<file path="config.mk">
export PLATFORM = sky130hd
export DESIGN_NAME = uart_fifo
export DESIGN_NICKNAME = d
export VERILOG_FILES = /design/src/rtl/uart_pkg.sv /design/src/rtl/uart_sync_fifo.sv /design/src/rtl/uart_fifo.sv
export SDC_FILE = /design/constraint.sdc
export NUM_CORES = 1
export LEC_CHECK = 0
export ABC_CLOCK_PERIOD_IN_PS = 3650
export BUFFER_PORTS_ARGS = -buffer_cell sky130_fd_sc_hd__buf_2
export CAP_MARGIN = 20
export CORE_MARGIN = 8
export CORE_UTILIZATION = 61
export DETAILED_ROUTE_END_ITERATION = 12
export HOLD_SLACK_MARGIN = 0.05
export PLACE_DENSITY = 0.89
export SLEW_MARGIN = 20
export SYNTH_ARGS = -nofsm -noshare
export SYNTH_HDL_FRONTEND = slang
export SYNTH_HIERARCHICAL = 1
export SYNTH_SLANG_ARGS = --single-unit
</file>
<file path="constraint.sdc">
create_clock -name clk -period 3.65 [get_ports clk]
set_input_delay 0.73 -clock clk [delete_from_list [all_inputs] [get_ports clk]]
set_output_delay 0.73 -clock clk [all_outputs]
set_load 0.02 [all_outputs]
</file>
<file path="src/rtl/uart_pkg.sv">
// Shared UART definitions: FSM state encoding, oversampling constants, parity helper.
package uart_pkg;

  localparam int OVERSAMPLE  = 16;
  localparam int TICK_W      = $clog2(OVERSAMPLE);
  localparam int SAMPLE_TICK = OVERSAMPLE / 2 - 1;

  typedef enum logic [2:0] {
    ST_IDLE   = 3'd0,
    ST_START  = 3'd1,
    ST_DATA   = 3'd2,
    ST_PARITY = 3'd3,
    ST_STOP   = 3'd4
  } uart_state_e;

  // Unused data bits must be zero so they do not disturb the XOR.
  function automatic logic parity_bit(input logic [7:0] data, input logic odd);
    return (^data) ^ odd;
  endfunction

endpackage

</file>
<file path="src/rtl/uart_sync_fifo.sv">
// Single-clock show-ahead FIFO; pointers carry one extra wrap bit to tell full from empty.
module uart_sync_fifo #(
  parameter int width = 8,
  parameter int depth = 16
) (
  input  logic             clk,
  input  logic             rst_n,
  input  logic             wr_en_i,
  input  logic [width-1:0] wr_data_i,
  input  logic             rd_en_i,
  output logic [width-1:0] rd_data_o,
  output logic             full_o,
  output logic             empty_o
);

  localparam int AW = $clog2(depth);

  logic [width-1:0] mem_q [depth];
  logic [AW:0]      wr_ptr_q;
  logic [AW:0]      rd_ptr_q;
  logic             do_rd;
  logic             do_wr;

  assign empty_o   = (wr_ptr_q == rd_ptr_q);
  assign full_o    = (wr_ptr_q[AW] != rd_ptr_q[AW]) &&
                     (wr_ptr_q[AW-1:0] == rd_ptr_q[AW-1:0]);
  assign do_rd     = rd_en_i && !empty_o;
  // A pop in the same cycle frees the slot, so a write into a full FIFO still lands.
  assign do_wr     = wr_en_i && (!full_o || do_rd);
  assign rd_data_o = mem_q[rd_ptr_q[AW-1:0]];

  // NOTE: sequential state uses non-blocking (<=) so every flop samples pre-edge values.
  always_ff @(posedge clk or negedge rst_n) begin
    if (!rst_n) begin
      wr_ptr_q <= '0;
      rd_ptr_q <= '0;
    end else begin
      if (do_wr) wr_ptr_q <= wr_ptr_q + 1'b1;
      if (do_rd) rd_ptr_q <= rd_ptr_q + 1'b1;
    end
  end

  // NOTE: storage is deliberately not reset; the pointers alone define valid contents.
  always_ff @(posedge clk) begin
    if (do_wr) mem_q[wr_ptr_q[AW-1:0]] <= wr_data_i;
  end

endmodule

</file>
<file path="src/rtl/uart_fifo.sv">
// UART with 16x oversampling and RX/TX FIFOs.
// Define UART_PARITY_EN to add a parity bit (odd/even via parity_odd) to every frame.
module uart_fifo
  import uart_pkg::*;
#(
  parameter int freq_hz    = 50000000,
  parameter int baud       = 115200,
  parameter int data_bits  = 8,
  parameter int fifo_depth = 16,
  parameter int parity_odd = 0
) (
  input  logic       clk,
  input  logic       reset_n,
  input  logic       uart_rxd,
  output logic       uart_txd,
  input  logic [7:0] tx_data,
  input  logic       tx_wr,
  output logic       tx_full,
  output logic       tx_busy,
  output logic [7:0] rx_data,
  output logic       rx_avail,
  input  logic       rx_ack,
  output logic       rx_error,
  output logic       rx_overflow
);

  localparam int          DIVISOR  = freq_hz / (OVERSAMPLE * baud);
  localparam int          DIV_W    = (DIVISOR > 1) ? $clog2(DIVISOR) : 1;
  localparam logic [2:0]  LAST_BIT = 3'(data_bits - 1);

  // ---------------- prescaler ----------------
  logic [DIV_W-1:0] presc_q;
  logic             tick;

  assign tick = (presc_q == DIV_W'(DIVISOR - 1));

  always_ff @(posedge clk or negedge reset_n) begin
    if (!reset_n)  presc_q <= '0;
    else if (tick) presc_q <= '0;
    else           presc_q <= presc_q + 1'b1;
  end

  // ---------------- transmitter ----------------
  uart_state_e          tx_state_q;
  logic [TICK_W-1:0]    tx_tick_q;
  logic [2:0]           tx_bit_q;
  logic [data_bits-1:0] tx_shift_q;
  logic                 txd_q;
  logic [data_bits-1:0] tx_head;
  logic                 tx_empty;
  logic                 tx_pop;
`ifdef UART_PARITY_EN
  logic                 tx_par_q;
`endif

  assign tx_pop   = tick && (tx_state_q == ST_IDLE) && !tx_empty;
  assign tx_busy  = !tx_empty || (tx_state_q != ST_IDLE);
  assign uart_txd = txd_q;

  uart_sync_fifo #(.width(data_bits), .depth(fifo_depth)) u_tx_fifo (
    .clk       (clk),
    .rst_n     (reset_n),
    .wr_en_i   (tx_wr),
    .wr_data_i (tx_data[data_bits-1:0]),
    .rd_en_i   (tx_pop),
    .rd_data_o (tx_head),
    .full_o    (tx_full),
    .empty_o   (tx_empty)
  );

  always_ff @(posedge clk or negedge reset_n) begin
    if (!reset_n) begin
      tx_state_q <= ST_IDLE;
      tx_tick_q  <= '0;
      tx_bit_q   <= '0;
      tx_shift_q <= '0;
      txd_q      <= 1'b1;
`ifdef UART_PARITY_EN
      tx_par_q   <= 1'b0;
`endif
    end else if (tick) begin
      if (tx_state_q == ST_IDLE) begin
        if (!tx_empty) begin
          tx_shift_q <= tx_head;
          txd_q      <= 1'b0;
          tx_tick_q  <= '0;
          tx_state_q <= ST_START;
`ifdef UART_PARITY_EN
          tx_par_q   <= parity_bit(8'(tx_head), parity_odd != 0);
`endif
        end
      end else begin
        tx_tick_q <= tx_tick_q + 1'b1;
        if (tx_tick_q == TICK_W'(OVERSAMPLE - 1)) begin
          case (tx_state_q)
            ST_START: begin
              txd_q      <= tx_shift_q[0];
              tx_shift_q <= tx_shift_q >> 1;
              tx_bit_q   <= '0;
              tx_state_q <= ST_DATA;
            end
            ST_DATA: begin
              if (tx_bit_q == LAST_BIT) begin
`ifdef UART_PARITY_EN
                txd_q      <= tx_par_q;
                tx_state_q <= ST_PARITY;
`else
                txd_q      <= 1'b1;
                tx_state_q <= ST_STOP;
`endif
              end else begin
                txd_q      <= tx_shift_q[0];
                tx_shift_q <= tx_shift_q >> 1;
                tx_bit_q   <= tx_bit_q + 1'b1;
              end
            end
`ifdef UART_PARITY_EN
            ST_PARITY: begin
              txd_q      <= 1'b1;
              tx_state_q <= ST_STOP;
            end
`endif
            default: tx_state_q <= ST_IDLE;
          endcase
        end
      end
    end
  end

  // ---------------- receiver ----------------
  // Bits [1:0] form the synchroniser; bit 2 is the previous synchronised value for edge detect.
  logic [2:0]           rx_sync_q;
  logic                 rxd_s;
  uart_state_e          rx_state_q;
  logic [TICK_W-1:0]    rx_tick_q;
  logic [2:0]           rx_bit_q;
  logic [data_bits-1:0] rx_shift_q;
  logic                 rx_push_q;
  logic                 rx_err_q;
  logic                 rx_ovf_q;
  logic                 rx_bad_par;
  logic [data_bits-1:0] rx_head;
  logic                 rx_full;
  logic                 rx_empty;
  logic                 rx_pop;

  assign rxd_s       = rx_sync_q[1];
  assign rx_avail    = !rx_empty;
  assign rx_pop      = rx_ack && rx_avail;
  assign rx_data     = rx_avail ? 8'(rx_head) : 8'h00;
  assign rx_error    = rx_err_q;
  assign rx_overflow = rx_ovf_q;

`ifdef UART_PARITY_EN
  logic rx_par_err_q;
  assign rx_bad_par = rx_par_err_q;
`else
  logic cfg_unused;
  assign cfg_unused = (parity_odd != 0);
  assign rx_bad_par = 1'b0;
`endif

  uart_sync_fifo #(.width(data_bits), .depth(fifo_depth)) u_rx_fifo (
    .clk       (clk),
    .rst_n     (reset_n),
    .wr_en_i   (rx_push_q),
    .wr_data_i (rx_shift_q),
    .rd_en_i   (rx_pop),
    .rd_data_o (rx_head),
    .full_o    (rx_full),
    .empty_o   (rx_empty)
  );

  always_ff @(posedge clk or negedge reset_n) begin
    if (!reset_n) rx_sync_q <= '1;
    else          rx_sync_q <= {rx_sync_q[1:0], uart_rxd};
  end

  always_ff @(posedge clk or negedge reset_n) begin
    if (!reset_n) begin
      rx_state_q   <= ST_IDLE;
      rx_tick_q    <= '0;
      rx_bit_q     <= '0;
      rx_shift_q   <= '0;
      rx_push_q    <= 1'b0;
      rx_err_q     <= 1'b0;
`ifdef UART_PARITY_EN
      rx_par_err_q <= 1'b0;
`endif
    end else begin
      rx_push_q <= 1'b0;
      rx_err_q  <= 1'b0;
      if (rx_state_q == ST_IDLE) begin
        if (rx_sync_q[2] && !rxd_s) begin
          rx_state_q   <= ST_START;
          rx_tick_q    <= '0;
`ifdef UART_PARITY_EN
          rx_par_err_q <= 1'b0;
`endif
        end
      end else if (tick) begin
        rx_tick_q <= rx_tick_q + 1'b1;
        if (rx_tick_q == TICK_W'(SAMPLE_TICK)) begin
          case (rx_state_q)
            ST_START: if (rxd_s) rx_state_q <= ST_IDLE;
            ST_DATA:  rx_shift_q <= {rxd_s, rx_shift_q[data_bits-1:1]};
`ifdef UART_PARITY_EN
            ST_PARITY: rx_par_err_q <= (rxd_s != parity_bit(8'(rx_shift_q), parity_odd != 0));
`endif
            ST_STOP: begin
              // Return to IDLE mid-stop so the next start edge is never missed.
              rx_state_q <= ST_IDLE;
              if (!rxd_s || rx_bad_par) rx_err_q  <= 1'b1;
              else                      rx_push_q <= 1'b1;
            end
            default: ;
          endcase
        end else if (rx_tick_q == TICK_W'(OVERSAMPLE - 1)) begin
          case (rx_state_q)
            ST_START: begin
              rx_bit_q   <= '0;
              rx_state_q <= ST_DATA;
            end
            ST_DATA: begin
              if (rx_bit_q == LAST_BIT) begin
`ifdef UART_PARITY_EN
                rx_state_q <= ST_PARITY;
`else
                rx_state_q <= ST_STOP;
`endif
              end else begin
                rx_bit_q <= rx_bit_q + 1'b1;
              end
            end
            ST_PARITY: rx_state_q <= ST_STOP;
            default: ;
          endcase
        end
      end
    end
  end

  // Sticky; a pop in the same cycle makes room, so that case is not an overflow.
  always_ff @(posedge clk or negedge reset_n) begin
    if (!reset_n)                                rx_ovf_q <= 1'b0;
    else if (rx_push_q && rx_full && !rx_pop)    rx_ovf_q <= 1'b1;
  end

endmodule

</file>
==> flow_metrics.py, run 1 <==
metrics = {
    "outcome": {
        "status": "complete, no violations",
    },
    "synth": {
        "synthTopCellsByArea": "edfxtp_1 (57%), dfrtp_1 (12%), mux4_2 (11%)",
        "synth_most_common_cell": "edfxtp_1",
        "syn-cell-area_sq_mm": 0.0135,
        "synthAdderAreaFrac_pct": 1.66,
        "ys_async_sr_fraction_pct": 21.0,
        "synth_edf_count": 256,
        "synthFlopType": "edfxtp_1",
        "synth_nets": 786,
        "synth_xor_xnor_area_share_pct": 2.33,
        "synthTopCellsByCount": "edfxtp_1 (256), dfrtp_1 (64), mux4_2 (64), nand2_1 (38), a22oi_1 (32)",
        "syn_inst": 755,
        "ys_seq_area_share_pct": 69.4,
        "synth_top_family_by_area": "multiplexers",
        "synth_cell_types": 62,
        "synth_compound_area_share_pct": 4.44,
        "synth.ff_latch_count": 324,
        "syn_area_per_cell_sq_um": 17.9,
        "synth_top_cell_by_area": "edfxtp_1",
        "synth-simple-area-share_pct": 7.01,
        "synthMuxAreaShare_pct": 13.0,
        "synth.top_cell.area_share_pct": 56.8,
        "yosys_warnings": 6,
    },
    "drt": {
        "antenna_left": 0,
        "wirelength_mm": 27.0,
        "first_iter_violations": 570,
        "vias": 7006,
        "drc": 0,
        "routedWlPerCell_um": 24.7,
        "firstDrtPassIters": 4,
        "routed_via_density": 6.40,
    },
    "finish": {
        "nets": 821,
        "fin_util_pct": 68.3,
        "drive_above_1_share_pct": 25.9,
        "area_delta_synth_final_pct": 10.2,
        "antenna_cells": 0,
        "finish.instance_area_sq_mm": 0.0149,
    },
    "cts": {
        "h-tree-depth": 1,
        "cts_tree": "yes",
        "ctsResizeCount": 0,
        "clk_pin_slew_ps": 70,
        "cts-buffers-inserted": 30,
        "postCtsHoldBufs": 0,
        "clk_path_buf_depth": 3,
        "cts_root_buf": "clkbuf_16",
        "worstSkewPairLatency_ps": 540,
        "cts_setup_buffers": 0,
        "cts_sinks": 324,
    },
    "critical_path": {
        "crit_required_ps": 2920,
        "crit_fanout": 15,
        "slowest_stage": "dfrtp_2",
        "critPathLaunchType": "flip-flop",
        "crit_type": "reg -> out",
        "cp-end-kind": "output port",
        "max_stage_delay_ps": 600,
        "crit_arrival_ps": 2730,
        "worstPathCellList": "buf_4, mux4_2, a22oi_1, nand2_1, nor2b_1, buf_2",
    },
    "floorplanning": {
        "coreArea_sq_mm": 0.0218,
        "die_width_um": 165,
        "io_pins": 27,
        "rows": 54,
        "die_y_um": 165,
        "start_util_pct": 62.0,
        "die_area_sq_mm": 0.0272,
    },
    "global_route": {
        "grt_max_degree": 36,
        "grt_pass1_wl_mm": 41.5,
        "overflow": 0,
        "grt_use_met3_pct": 3.36,
        "top_usage_layer": "met2",
        "grt_usage_pct": 20.2,
        "use_met2_pct": 34.9,
        "antenna_found_initial": 0,
        "grt_pass1_vias": 7276,
        "grtUsageMet1_pct": 25.9,
    },
    "sta": {
        "final_max_slew_viol_count": 0,
        "period_needed_ps": 3460,
        "setup_viol": 0,
        "slew_headroom_pct": 27.1,
        "final.period_utilization_pct": 94.7,
        "hold_viol_final": 0,
        "rsz0062_at_grt": "no",
        "max_slew.worst_pin.slew_ps": 1090,
        "fmax_mhz": 289,
        "setup_tns_ps": 0,
        "fin_skew_ps": 18.6,
    },
    "placed_design": {
        "place_hpwl_mm": 16.2,
        "place.gp.congestion": 0.768,
        "place_area_sq_mm": 0.0139,
        "portBuffers": 26,
    },
    "run": {
        "maxCapViolCount": 0,
    },
    "power": {
        "fin_total_pwr_uw": 9140,
        "leakage_uw": 0.00575,
        "peakVddDrop_mv": 0.689,
        "power_density_mw_per_mm2": 613,
    },
    "min_path": {
        "hp-class": "in -> async",
    },
}
-- cells by family (layout without fill, tap and decap cells) --
group                    Yosys count  in the layout
flip-flops                       324            324
AND/OR/NAND/NOR                  163            163
multiplexers                      92             92
AO/OA/AOI/OAI                     77             77
buffers and inverters             51            110
XOR/XNOR                          30             30
adder cells (fa/ha/maj)           18             18
-- registers in the layout (all words and copies together), names as in the netlist --
name	flops
u_rx_fifo/mem_q	128
u_tx_fifo/mem_q	128
rx_shift_q	8
tx_shift_q	8
presc_q	5
u_rx_fifo/rd_ptr_q	5
u_rx_fifo/wr_ptr_q	5
u_tx_fifo/rd_ptr_q	5
u_tx_fifo/wr_ptr_q	5
rx_tick_q	4
tx_tick_q	4
rx_bit_q	3
rx_state_q	3
rx_sync_q	3
tx_bit_q	3
tx_state_q	3
rx_error	1
rx_overflow	1
rx_push_q	1
uart_txd	1
-- metrics by stage --
stage	setup slack, ps	cells	hold slack, ps
2_1_floorplan	850	755	345
3_5_place_dp	700	1038	353
3_3_place_gp	757	1038	347
4_1_cts	150	1094	274
5_1_grt	31.1	1094	274
6_report	193	1094	271
-- final timing paths --
kind	startpoint	cells after the start	to	slack (ps)
max reg2reg	u_tx_fifo/wr_ptr_q[2]	8	u_tx_fifo/mem_q[12][5]	610
min reg2reg	rx_sync_q[0]	0	rx_sync_q[1]	360
max	u_rx_fifo/rd_ptr_q[0]	6	rx_data[6]	190
min in group clk	uart_rxd	1	rx_sync_q[0]	300
max in group asynchronous	reset_n	2	u_rx_fifo/rd_ptr_q[0]	2570
min	reset_n	1	tx_shift_q[7]	270
-- cell usage in the layout, fill, tap and decap left out, types with 3 or more instances in the layout --
master and n:
clkinv_2 10, and3_1 29, nor2_1 21, mux2i_1 3, a21oi_1 6, bufinv_16 4, nand4_1 3, edfxtp_1 256
dfrtp_1 62, nor3_1 6, ha_1 18, nand3b_1 4, xnor2_1 19, buf_2 26, buf_4 13, xor2_1 4
nor2b_1 24, clkbuf_2 3, a22oi_1 32, a22o_1 5, o21ai_0 15, dfstp_2 4, nand2_1 38, xnor2_2 7
mux4_2 64, inv_1 15, and2_1 5, clkbuf_1 3, mux2_2 23, clkbuf_16 32, nand3_1 11
-- power by group --
| group | internal, uW | switching, uW | total (uW) | leakage [uW] |
|---|---|---|---|---|
| sequential | 4210 | 214 | 4420 | 0.00350 |
| combinational | 683 | 826 | 1510 | 0.00172 |
| clock | 1920 | 1290 | 3210 | 0.000524 |
-- layout make-up --
cell class,instances,area (sq um)
Clock inverter,16,183
Sequential cell,324,9400
Timing Repair Buffer,39,228
Fill cell,1334,6910
Inverter,15,56.3
Clock buffer,40,848
Multi-Input combinational cell,380,3850
Tap cell,280,350
-- worst max-delay path, delay by kind of cell (launching register included) --
kind,cells,cell delay [ps]
multiplexers,1,570
AO/OA/AOI/OAI,1,250
AND/OR/NAND/NOR,2,220
flip-flops,1,600
buffers and inverters,2,540
-- per-layer routing --
metal / vias up / part of all wire [%]
li1: 3035 / -
met1: 3608 / 38
met2: 312 / 52
met3: 51 / 7.2
met4: 0 / 2.5
met5: - / 0
No activity file was read; power rests on OpenSTA's default activity.
==> inputs of run 2 (changes only) <==
--- a/config.mk
+++ b/config.mk
@@ -5,7 +5,7 @@
 export SDC_FILE = /design/constraint.sdc
 export NUM_CORES = 1
 export LEC_CHECK = 0
-export ABC_CLOCK_PERIOD_IN_PS = 3650
+export ABC_CLOCK_PERIOD_IN_PS = 4150
 export BUFFER_PORTS_ARGS = -buffer_cell sky130_fd_sc_hd__buf_2
 export CAP_MARGIN = 20
 export CORE_MARGIN = 8
==> constraint.sdc (replaced) <==
create_clock -name clk -period 4.15 [get_ports clk]
set_input_delay 0.83 -clock clk [delete_from_list [all_inputs] [get_ports clk]]
set_output_delay 0.83 -clock clk [all_outputs]
set_load 0.02 [all_outputs]
==> run 2 against run 1 <==
Sequential share of layout area rose by 0.38 points. Global-route usage fell by 0.067 points. Largest cell class unchanged. Sequential power fell by 13%. Clock skew fell by 6.8 ps. Worst setup slack improved by 240 ps. Clock power fell by 17%. Clock-buffer cell count rose by 3. Flip-flop and latch count did not move. Critical path type unchanged.
==> flow_metrics.py, run 2 (synthesis results as in run 1) <==
metrics = {
    "finish": {
        "n_fill_cell": 1293,
        "multi_input_area_sq_mm": 0.00384,
        "finish.instance_area_sq_mm": 0.0148,
        "nets": 818,
        "area_delta_synth_final_pct": 9.52,
        "drive_above_1_share_pct": 24.7,
        "layout_commonest_cell": "edfxtp_1",
        "antenna_cells": 0,
        "seqCellArea_sq_mm": 0.00940,
        "final_cell_mix": "edfxtp_1 (256), mux4_2 (64), dfrtp_1 (62), nand2_1 (38), a22oi_1 (32)",
    },
    "outcome": {
        "status": "complete, no violations",
    },
    "sta": {
        "fmax_mhz": 269,
        "period_needed_ps": 3710,
        "fin_skew_ps": 11.8,
        "setup_viol": 0,
        "rsz0062_at_grt": "no",
        "setup_tns_ps": 0,
        "max_slew.worst_pin.slew_ps": 901,
        "hold_viol_final": 0,
        "final.period_utilization_pct": 89.5,
        "final_max_slew_viol_count": 0,
        "slew_headroom_pct": 39.7,
        "timing.hold.ws_ps": 273,
    },
    "drt": {
        "routedWlPerCell_um": 24.5,
        "wirelength_mm": 26.8,
        "antenna_left": 0,
        "routed.top_layer": "met4",
        "wl_met2_mm": 13.8,
        "met1_length_mm": 10.5,
        "routed_via_density": 6.42,
        "wl_met3_mm": 1.85,
        "drc": 0,
        "vias": 7003,
        "first_iter_violations": 766,
        "firstDrtPassIters": 5,
    },
    "floorplanning": {
        "die_width_um": 165,
        "die_area_sq_mm": 0.0272,
        "start_util_pct": 62.0,
        "io_pins": 27,
        "coreArea_sq_mm": 0.0218,
        "die_y_um": 165,
        "rows": 54,
    },
    "cts": {
        "cts_setup_buffers": 0,
        "h-tree-depth": 1,
        "worstSkewPairLatency_ps": 550,
        "clk_path_buf_depth": 3,
        "postCtsHoldBufs": 0,
        "cts_tree": "yes",
        "cts_root_buf": "clkbuf_16",
        "ctsResizeCount": 0,
        "cts-buffers-inserted": 30,
        "clk_pin_slew_ps": 60,
        "cts_sinks": 324,
    },
    "min_path": {
        "hp-class": "in -> async",
    },
    "critical_path": {
        "crit_arrival_ps": 2880,
        "crit_fanout": 35,
        "crit_type": "reg -> out",
        "critPathLaunchType": "flip-flop",
        "max_stage_delay_ps": 580,
        "cp-end-kind": "output port",
        "worstPathCellList": "buf_4, mux4_2, a22oi_1, nand2_1, nor2b_1, buf_2",
        "slowest_stage": "mux4_2",
        "crit_required_ps": 3320,
    },
    "global_route": {
        "antenna_found_initial": 0,
        "grt_pass1_wl_mm": 41.5,
        "grt_usage_pct": 20.2,
        "overflow": 0,
        "grt_max_degree": 42,
        "grt_pass1_vias": 7213,
    },
    "placed_design": {
        "place_hpwl_mm": 16.1,
        "place.gp.congestion": 0.808,
        "portBuffers": 26,
        "place_area_sq_mm": 0.0139,
    },
    "run": {
        "maxCapViolCount": 0,
    },
    "power": {
        "power_density_mw_per_mm2": 531,
        "leakage_uw": 0.00568,
        "peakVddDrop_mv": 0.789,
    },
}
run 2: report_power, final:
group / internal (uW) / leakage [uW] / switching (uW) / total (uW)
logic: 591 / 0.00170 / 766 / 1360
registers: 3700 / 0.00350 / 162 / 3860
clock network: 1530 / 0.000478 / 1120 / 2650
total: 5820 / 0.00568 / 2050 / 7870
run 2: critical path: cells and delay by family (launching register included):
kind / cells / cell delay (ps)
DFF: 1 / 390
AOI/OAI and AO/OA: 1 / 340
muxes: 1 / 580
and+or+nand+nor: 2 / 270
buffers and inverters: 2 / 740
run 2: cell type report:
type,count,share of cell area (%)
well taps,280,2.36
multi-input cells,380,25.9
flip-flops and latches,324,63.4
clock inverters,13,0.574
inverters,15,0.380
clock buffers,43,5.95
repair buffers,36,1.40
run 2: worst paths after layout:
kind / start / to / slack (ps) / depth (start not counted)
max: u_rx_fifo/rd_ptr_q[0] / rx_data[7] / 440 / 6
min: reset_n / presc_q[1] / 270 / 1
max reg2reg: u_rx_fifo/wr_ptr_q[3] / u_rx_fifo/mem_q[7][3] / 980 / 7
min reg2reg: rx_sync_q[0] / rx_sync_q[1] / 350 / 0
max in group asynchronous: reset_n / tx_shift_q[7] / 2990 / 3
min in group clk: rx_sync_q[0] / rx_sync_q[1] / 350 / 0
run 2: stage by stage:
step / worst slack (ps) / util (%) / power (uW) / std cells
after floorplan: 1350 / - / 5000 / 755
after global placement: 1090 / 63.5 / 5210 / 1035
after CTS: 397 / 67.9 / 7920 / 1091
after detailed placement: 980 / 63.5 / 5260 / 1035
final: 437 / 67.9 / 7870 / 1091
after global routing: 270 / 67.9 / 8150 / 1091
run 2: layer usage:
| layer | vias to the layer above | GRT usage (%) |
|---|---|---|
| met3 | 63 | 3.04 |
| met1 | 3591 | 26.3 |
| met5 | - | 0 |
| met2 | 312 | 34.6 |
| met4 | 0 | 6.27 |
| li1 | 3037 | - |
==> inputs of run 3 (changes only) <==
--- a/config.mk
+++ b/config.mk
@@ -6,7 +6,7 @@
 export NUM_CORES = 1
 export LEC_CHECK = 0
 export ABC_CLOCK_PERIOD_IN_PS = 4150
-export BUFFER_PORTS_ARGS = -buffer_cell sky130_fd_sc_hd__buf_2
+export BUFFER_PORTS_ARGS = -buffer_cell sky130_fd_sc_hd__buf_4
 export CAP_MARGIN = 20
 export CORE_MARGIN = 8
 export CORE_UTILIZATION = 61
==> run 3 against run 2 <==
Register-to-register slack about the same. Die area unchanged. Combinational power down 3%. First-iteration DRC count down 4.4%. Clock skew about the same. Clock power down 2%. Final cell count down 0.27%. Sequential power about the same. Worst hold slack better by 88 ps. Largest cell class unchanged. Largest power group unchanged. Highest routed layer unchanged.
==> flow_metrics.py, run 3 (synthesis results as in run 1) <==
metrics = {
    "critical_path": {
        "r2r_slack_ps": 990,
        "reg2reg_depth": 7,
        "critPathLaunchType": "flip-flop",
        "crit_arrival_ps": 2780,
        "crit_type": "reg -> out",
        "crit-reg2reg-capture": "u_rx_fifo/mem_q[3][5]",
        "cp-end-kind": "output port",
        "crit_required_ps": 3320,
        "r2r-start": "u_rx_fifo/wr_ptr_q[2]",
        "crit_fanout": 35,
    },
    "finish": {
        "nets": 815,
        "seqCellArea_sq_mm": 0.00940,
        "final_cell_mix": "edfxtp_1 (256), mux4_2 (64), dfrtp_1 (62), nand2_1 (38), buf_4 (33)",
        "final_cells": 1088,
        "layout_commonest_cell": "edfxtp_1",
        "antenna_cells": 0,
        "n_fill_cell": 1319,
        "drive_above_1_share_pct": 24.9,
        "multi_input_area_sq_mm": 0.00384,
        "fin_util_pct": 68.0,
        "area_delta_synth_final_pct": 9.67,
    },
    "global_route": {
        "overflow": 0,
        "grt_pass1_wl_mm": 40.3,
        "antenna_found_initial": 0,
        "grt_pass1_vias": 7151,
        "grt_usage_pct": 19.4,
        "grt_max_degree": 69,
    },
    "placed_design": {
        "place_hpwl_mm": 15.7,
        "portBuffers": 26,
        "placedCellCount": 1032,
        "place.gp.congestion": 0.798,
    },
    "power": {
        "peakVddDrop_mv": 0.421,
        "leakage_uw": 0.00566,
        "power_density_mw_per_mm2": 524,
    },
    "floorplanning": {
        "die_width_um": 165,
        "die_area_sq_mm": 0.0272,
        "start_util_pct": 62.0,
        "die_y_um": 165,
        "io_pins": 27,
        "coreArea_sq_mm": 0.0218,
        "rows": 54,
    },
    "cts": {
        "clk_pin_slew_ps": 60,
        "cts_sinks": 324,
        "worstSkewPairLatency_ps": 540,
        "clk_path_buf_depth": 3,
        "postCtsHoldBufs": 0,
        "cts_setup_buffers": 0,
        "cts-buffers-inserted": 30,
        "ctsResizeCount": 0,
        "cts_tree": "yes",
        "cts_root_buf": "clkbuf_16",
        "h-tree-depth": 1,
    },
    "sta": {
        "hold_viol_final": 0,
        "fin_skew_ps": 11.9,
        "slew_headroom_pct": 26.7,
        "setup_viol": 0,
        "rsz0062_at_grt": "no",
        "fmax_mhz": 277,
        "final.period_utilization_pct": 87.0,
        "max_slew.worst_pin.slew_ps": 1090,
        "final_max_slew_viol_count": 0,
        "setup_tns_ps": 0,
        "period_needed_ps": 3610,
    },
    "drt": {
        "firstDrtPassIters": 5,
        "routedWlPerCell_um": 23.3,
        "antenna_left": 0,
        "routed_via_density": 6.34,
        "vias": 6902,
        "drc": 0,
        "wirelength_mm": 25.4,
        "first_iter_violations": 732,
    },
    "min_path": {
        "hp-class": "reg -> reg",
        "holdCritStartpoint": "rx_sync_q[0]",
        "hold_depth": 0,
        "whs_endpoint": "rx_sync_q[1]",
    },
    "outcome": {
        "status": "complete, no violations",
    },
    "run": {
        "maxCapViolCount": 0,
    },
}
[run 3: cell count changes in the layout (fill, tap and decap cells not counted), sizes merged]
cell      delta
clkinv       +4
inv          -1
buf          -3
clkinvlp     +3
clkbuf       -6
[run 3: worst max-delay path by stage]
stage,depth (start not counted),startpoint,endpoint
2_1_floorplan,9,u_tx_fifo/rd_ptr_q[1],u_tx_fifo/mem_q[11][0]
3_5_place_dp,7,u_rx_fifo/wr_ptr_q[2],u_rx_fifo/mem_q[3][4]
3_3_place_gp,6,u_rx_fifo/rd_ptr_q[0],rx_data[7]
6_report,6,u_rx_fifo/rd_ptr_q[0],rx_data[7]
4_1_cts,6,u_rx_fifo/rd_ptr_q[0],rx_data[0]
5_1_grt,6,u_rx_fifo/rd_ptr_q[0],rx_data[7]
[run 3: metal layers]
layer / global-route usage, % / wire (um) / share of wire [%]
met5: 0 / 0 / 0
met4: 5.90 / 612 / 2.4
met3: 2.67 / 1520 / 6.0
met2: 33.2 / 13100 / 52
met1: 25.6 / 10200 / 40
[run 3: stage by stage]
stage	total power [uW]	cell area (sq um)	hold WS, ps	setup slack, ps
after floorplan	5000	13500	345	1350
after global placement	5200	13900	347	1100
after detailed placement	5250	13900	354	1030
after CTS	7840	14800	363	472
after global routing	8070	14800	367	352
final	7770	14800	361	537
[run 3: layout make-up]
class | instances | area share [%]
timing repair buffer | 33 | 1.67
sequential | 324 | 63.3
clock inverter | 19 | 0.843
multi-input combinational | 380 | 25.9
tap | 280 | 2.36
clock buffer | 37 | 5.54
inverter | 15 | 0.379
[run 3: power by group]
group	internal (uW)	switching (uW)	total, uW	leakage [uW]
logic	593	729	1320	0.00170
clock network	1470	1130	2600	0.000465
registers	3700	153	3850	0.00350
total	5760	2010	7770	0.00566
[run 3: critical path, cell delays in order, from the launching register on]
cell	delay, ps
dfrtp_2	390
buf_4	540
mux4_2	590
a22oi_1	290
nand2_1	100
nor2b_1	140
buf_4	170
